===== src/rtl/pipe_stage_skid.sv =====
// -----------------------------------------------------------------------------
// pipe_stage_skid
//   Generic pipeline stage register with a valid/ready handshake and a
//   2-entry skid buffer (main register M drives the outputs, skid register S
//   catches the one entry that arrives while M is stalled). in_ready is
//   taken from a register, so out_ready never reaches in_ready
//   combinationally. A flush empties both entries. With BUBBLE_ZERO=1 the
//   data outputs read as 0 (NOP) whenever out_valid is low.
//
//   Optional feature macro: PIPE_STAGE_PERF_CNT_EN
//     defined   -> saturating stall_cnt / flush_cnt performance counters
//     undefined -> both counter ports are tied to 0
//
// Ports
//   clock      in   rising-edge clock
//   reset      in   synchronous reset, active-high
//   in_valid   in   upstream offers an entry
//   in_ready   out  stage can accept (registered)
//   in_pc4     in   PC+4 of the offered entry        [PC_W]
//   in_inst    in   instruction word                 [INST_W]
//   in_side    in   sideband control bits            [SIDE_W]
//   out_valid  out  output entry valid
//   out_ready  in   downstream accepts (0 = stall)
//   out_pc4    out  PC+4 of the output entry         [PC_W]
//   out_inst   out  instruction of the output entry  [INST_W]
//   out_side   out  sideband of the output entry     [SIDE_W]
//   flush      in   discard all buffered entries
//   stall_cnt  out  cycles with out_valid=1, out_ready=0   [CNT_W]
//   flush_cnt  out  flush cycles that discarded an entry   [CNT_W]
// -----------------------------------------------------------------------------
module pipe_stage_skid #(
  parameter int PC_W        = 32,
  parameter int INST_W      = 32,
  parameter int SIDE_W      = 8,
  parameter int BUBBLE_ZERO = 1,
  parameter int CNT_W       = 16
) (
  input  logic              clock,
  input  logic              reset,
  input  logic              in_valid,
  output logic              in_ready,
  input  logic [PC_W-1:0]   in_pc4,
  input  logic [INST_W-1:0] in_inst,
  input  logic [SIDE_W-1:0] in_side,
  output logic              out_valid,
  input  logic              out_ready,
  output logic [PC_W-1:0]   out_pc4,
  output logic [INST_W-1:0] out_inst,
  output logic [SIDE_W-1:0] out_side,
  input  logic              flush,
  output logic [CNT_W-1:0]  stall_cnt,
  output logic [CNT_W-1:0]  flush_cnt
);

  localparam int ENT_W = PC_W + INST_W + SIDE_W;

  logic [ENT_W-1:0] in_data;
  logic [ENT_W-1:0] m_data_q, m_data_d;
  logic [ENT_W-1:0] s_data_q, s_data_d;
  logic             m_valid_q, m_valid_d;
  logic             s_valid_q, s_valid_d;
  logic             in_ready_q, in_ready_d;
  logic             in_fire;
  logic             out_fire;
  logic             m_free;

  assign in_data  = {in_pc4, in_inst, in_side};
  assign in_fire  = in_valid & in_ready_q;
  assign out_fire = m_valid_q & out_ready;
  // M can be (re)loaded this edge: it is empty or its entry leaves now.
  assign m_free   = ~m_valid_q | out_fire;

  always_comb begin
    m_data_d  = m_data_q;
    s_data_d  = s_data_q;
    m_valid_d = m_valid_q;
    s_valid_d = s_valid_q;
    if (flush) begin
      m_data_d  = '0;
      s_data_d  = '0;
      m_valid_d = 1'b0;
      s_valid_d = 1'b0;
    end else if (m_free) begin
      if (s_valid_q) begin
        // in_ready was low this cycle, so no new entry competes with S.
        m_data_d  = s_data_q;
        m_valid_d = 1'b1;
        s_valid_d = 1'b0;
      end else if (in_fire) begin
        m_data_d  = in_data;
        m_valid_d = 1'b1;
      end else begin
        // Data is kept so BUBBLE_ZERO=0 still shows the last entry.
        m_valid_d = 1'b0;
      end
    end else if (in_fire) begin
      s_data_d  = in_data;
      s_valid_d = 1'b1;
    end
    // Ready for the next cycle is decided from next-state only.
    in_ready_d = ~s_valid_d;
  end

  always_ff @(posedge clock) begin
    if (reset) begin
      m_data_q   <= '0;
      s_data_q   <= '0;
      m_valid_q  <= 1'b0;
      s_valid_q  <= 1'b0;
      in_ready_q <= 1'b1;
    end else begin
      m_data_q   <= m_data_d;
      s_data_q   <= s_data_d;
      m_valid_q  <= m_valid_d;
      s_valid_q  <= s_valid_d;
      in_ready_q <= in_ready_d;
    end
  end

  logic [ENT_W-1:0] out_data;

  always_comb begin
    out_data = m_data_q;
    if ((BUBBLE_ZERO != 0) && !m_valid_q) out_data = '0;
  end

  assign in_ready  = in_ready_q;
  assign out_valid = m_valid_q;
  assign out_pc4   = out_data[ENT_W-1 -: PC_W];
  assign out_inst  = out_data[SIDE_W +: INST_W];
  assign out_side  = out_data[SIDE_W-1:0];

`ifdef PIPE_STAGE_PERF_CNT_EN
  function automatic logic [CNT_W-1:0] sat_inc(input logic [CNT_W-1:0] v);
    sat_inc = (&v) ? v : v + 1'b1;
  endfunction

  logic [CNT_W-1:0] stall_cnt_q, stall_cnt_d;
  logic [CNT_W-1:0] flush_cnt_q, flush_cnt_d;

  always_comb begin
    stall_cnt_d = stall_cnt_q;
    flush_cnt_d = flush_cnt_q;
    if (m_valid_q && !out_ready) stall_cnt_d = sat_inc(stall_cnt_q);
    if (flush && (m_valid_q || s_valid_q)) flush_cnt_d = sat_inc(flush_cnt_q);
  end

  always_ff @(posedge clock) begin
    if (reset) begin
      stall_cnt_q <= '0;
      flush_cnt_q <= '0;
    end else begin
      stall_cnt_q <= stall_cnt_d;
      flush_cnt_q <= flush_cnt_d;
    end
  end

  assign stall_cnt = stall_cnt_q;
  assign flush_cnt = flush_cnt_q;
`else
  assign stall_cnt = '0;
  assign flush_cnt = '0;
`endif

endmodule


===== config.mk =====
export PLATFORM = sky130hd
export DESIGN_NAME = pipe_stage_skid
export DESIGN_NICKNAME = d
export VERILOG_FILES = /design/src/rtl/pipe_stage_skid.sv
export SDC_FILE = /design/constraint.sdc
export NUM_CORES = 1
export LEC_CHECK = 0
export CELL_PAD_IN_SITES_DETAIL_PLACEMENT = 1
export CELL_PAD_IN_SITES_GLOBAL_PLACEMENT = 1
export CORE_MARGIN = 4
export CORE_UTILIZATION = 25
export CTS_CLUSTER_DIAMETER = 80
export DETAILED_ROUTE_END_ITERATION = 8
export PLACE_DENSITY = 0.67
export SYNTH_ARGS = -nofsm -noshare
export SYNTH_HDL_FRONTEND = slang
export SYNTH_SLANG_ARGS = --single-unit

===== constraint.sdc =====
create_clock -name clock -period 1.9 [get_ports clock]
set_clock_uncertainty 0.1 [all_clocks]
set_input_delay 0.57 -clock clock [delete_from_list [all_inputs] [get_ports clock]]
set_output_delay 0.57 -clock clock [all_outputs]
set_load 0.02 [all_outputs]

==> metrics.yaml <==
final_layout:
  final_common_cell: "a21oi_1"
  fillers: 3207
  drive_above_1_share: 0.305
  final_cell_mix: "a21oi_1, dfxtp_1, nand2_1"
  regArea_mm2: 0.00295
  nNetsFinal: 998
  syn2layout_area_growth_pct: 42.6
  num_antenna_cells: 0
  layout.cells.non_filler: 1311
  multi_input_area_mm2: 0.00363
power:
  ir_worst_vdd_mv: 0.467
  p_per_area_mw_per_mm2: 784
  cellLeakagePower_uw: 0.00353
logic_synthesis:
  synthTopCellsByArea: "dfxtp_1, a211oi_2, a21oi_1"
  synth_top_area_share: 0.419
  synth.cell_area_mm2: 0.00703
  ys_types: 22
  synth_warnings: 0
  syn_inst: 766
  ys_ff_latch: 147
  syn_area_per_cell_um2: 9.17
  seq_area_frac_synth: 0.419
  synth_top_area_cell: "dfxtp_1"
detailed_routing:
  via_count: 5783
  viasPerCell: 4.41
  ant_nets: 0
  drt-total-wl_um: 21400
  drt_iter0_markers: 222
  avgRoutedWirePerCell_um: 16.3
  dr.pass1.iters: 4
  drc: 0
clock_network:
  clockBufferDepth: 2
  cts_hold_buf: 0
  cts_root_buffer: "clkbuf_16"
  clk_pin_slew_worst_paths_ns: 0.06
  cts_buffers: 17
  htree_levels: 4
  clk_latency_ns: 0.41
  cts_tree: "built"
  clock-sinks: 147
timing:
  rsz0062_at_grt: "true"
  max_freq_mhz: 492
  setup_tns_ns: -4.32
  layout_setup_ws_ns: -0.131
  finalSetupViolations: 65
  min_period_ns: 2.03
  hold_ws_ns: 0.351
  slew_viol_final: 0
  finalHoldViolCount: 0
  period_share: 1.07
outcome:
  failed_checks: "negative setup slack"
  status: "complete, but fails checks"
placed_design:
  place_hpwl_um: 14200
  place.gp.congestion: 0.675
  dp_slack_ns: -0.326
  dp.cells: 1272
  io_buffers: 150
floorplan:
  io_pins: 183
  die_h_um: 176
  row_count: 61
  coreArea_mm2: 0.0278
  die_area_mm2: 0.0309
  die_x_um: 176
  start_util: 0.253
global_route:
  grtUsageTotal: 0.138
  grt_max_degree: 40
  grt_pass1_vias: 6160
  gr-total-overflow: 0
  grt_pass1_wl_um: 34100
  antenna_found_initial: 0
setup_path:
  critPathBufInv: 3
  crit_path_max_incr_delay_ns: 0.42
  slowest_stage: "dfxtp_4"
  worstSetupPathType: "flop to primary output"
  cp-start-kind: "flop"
  crit_required_ns: 1.23
  path_delay_family: "flip-flops"
  crit_path_max_fanout: 8
  path_cells: "buf_12 -> buf_16 -> and2_4 -> buf_6"
  crit_path_end_kind: "primary output"
  crit_arrival_ns: 1.36
worst_hold_path:
  hold_class: "flop to flop"
run:
  maxCapViolCount: 0
## sequential cells by signal, summed over array words and instances (netlist names)
signal,cells
s_valid_q,1
out_valid,1
in_ready,1
s_data_q,72
m_data_q,72
## where the power goes
| part | switching, µW | internal, µW |
|---|---|---|
| Clock | 1370 | 2340 |
| Sequential | 47.3 | 3160 |
| Combinational | 501 | 443 |
| Total | 1920 | 5940 |
## cell families after synthesis
family                 share of synthesized area
other                                   0.000534
DFF                                        0.419
and+or+nand+nor                            0.148
muxes                                      0.103
buffers and inverters                     0.0986
AOI/OAI and AO/OA                          0.232
## worst min-delay path, stage by stage, from the launching register on
cell     delay (ns)
dfxtp_1        0.31
nand2_1        0.05
a21oi_1        0.05
## worst paths after layout
check | to | cells after the start | slack, ns | from
min | s_data_q[62] | 2 | 0.35 | s_data_q[62]
min reg2reg | s_data_q[62] | 2 | 0.35 | s_data_q[62]
max reg2reg | s_data_q[52] | 6 | 0.24 | out_valid
max | out_inst[26] | 4 | -0.13 | out_valid
## final cells by class
| class | instances | area share |
|---|---|---|
| flip-flops and latches | 147 | 0.294 |
| inverters | 1 | 0.000374 |
| clock buffers | 19 | 0.0432 |
| well taps | 378 | 0.0472 |
| repair buffers | 209 | 0.232 |
| multi-input cells | 545 | 0.363 |
| clock inverters | 12 | 0.0202 |
## metrics by stage
| stage | total power [µW] | utilization | instance area (µm²) |
|---|---|---|---|
| final | 7860 | 0.361 | 10000 |
| after global routing | 8190 | 0.361 | 10000 |
| after CTS | 7990 | 0.359 | 9980 |
| after detailed placement | 4180 | 0.327 | 9080 |
| after global placement | 4160 | 0.327 | 9080 |
| after floorplan | 3830 | - | 7140 |
## synthesized netlist by cell type
cell type	number
nand2_1	144
nand4b_1	1
buf_12	8
conb_1	1
a21o_1	1
a211oi_2	70
mux2i_1	72
buf_1	1
or3_1	1
a21oi_1	146
and4b_1	1
a211oi_1	2
or2_1	1
buf_4	33
and2_1	72
clkbuf_1	31
buf_2	30
inv_2	1
buf_6	1
dfxtp_1	147
nand2b_1	1
and2_4	1
## timing repair
| action | in CTS | in global routing |
|---|---|---|
| gates cloned | 2 | 0 |
| setup buffers | 6 | 0 |
| setup endpoints to repair | 74 | 72 |
| hold endpoints to repair | 0 | 0 |
| pin swaps | 1 | 2 |
| resized for setup | 468 | 16 |
## layer usage
| metal | GRT usage | routed length [µm] | vias to the layer above |
|---|---|---|---|
| li1 | - | - | 2880 |
| met1 | 0.183 | 10100 | 2790 |
| met2 | 0.232 | 10400 | 101 |
| met3 | 0.0226 | 719 | 12 |
| met4 | 0.0377 | 209 | 0 |
| met5 | 0 | 0 | - |
(Power assumes the default switching activity.)
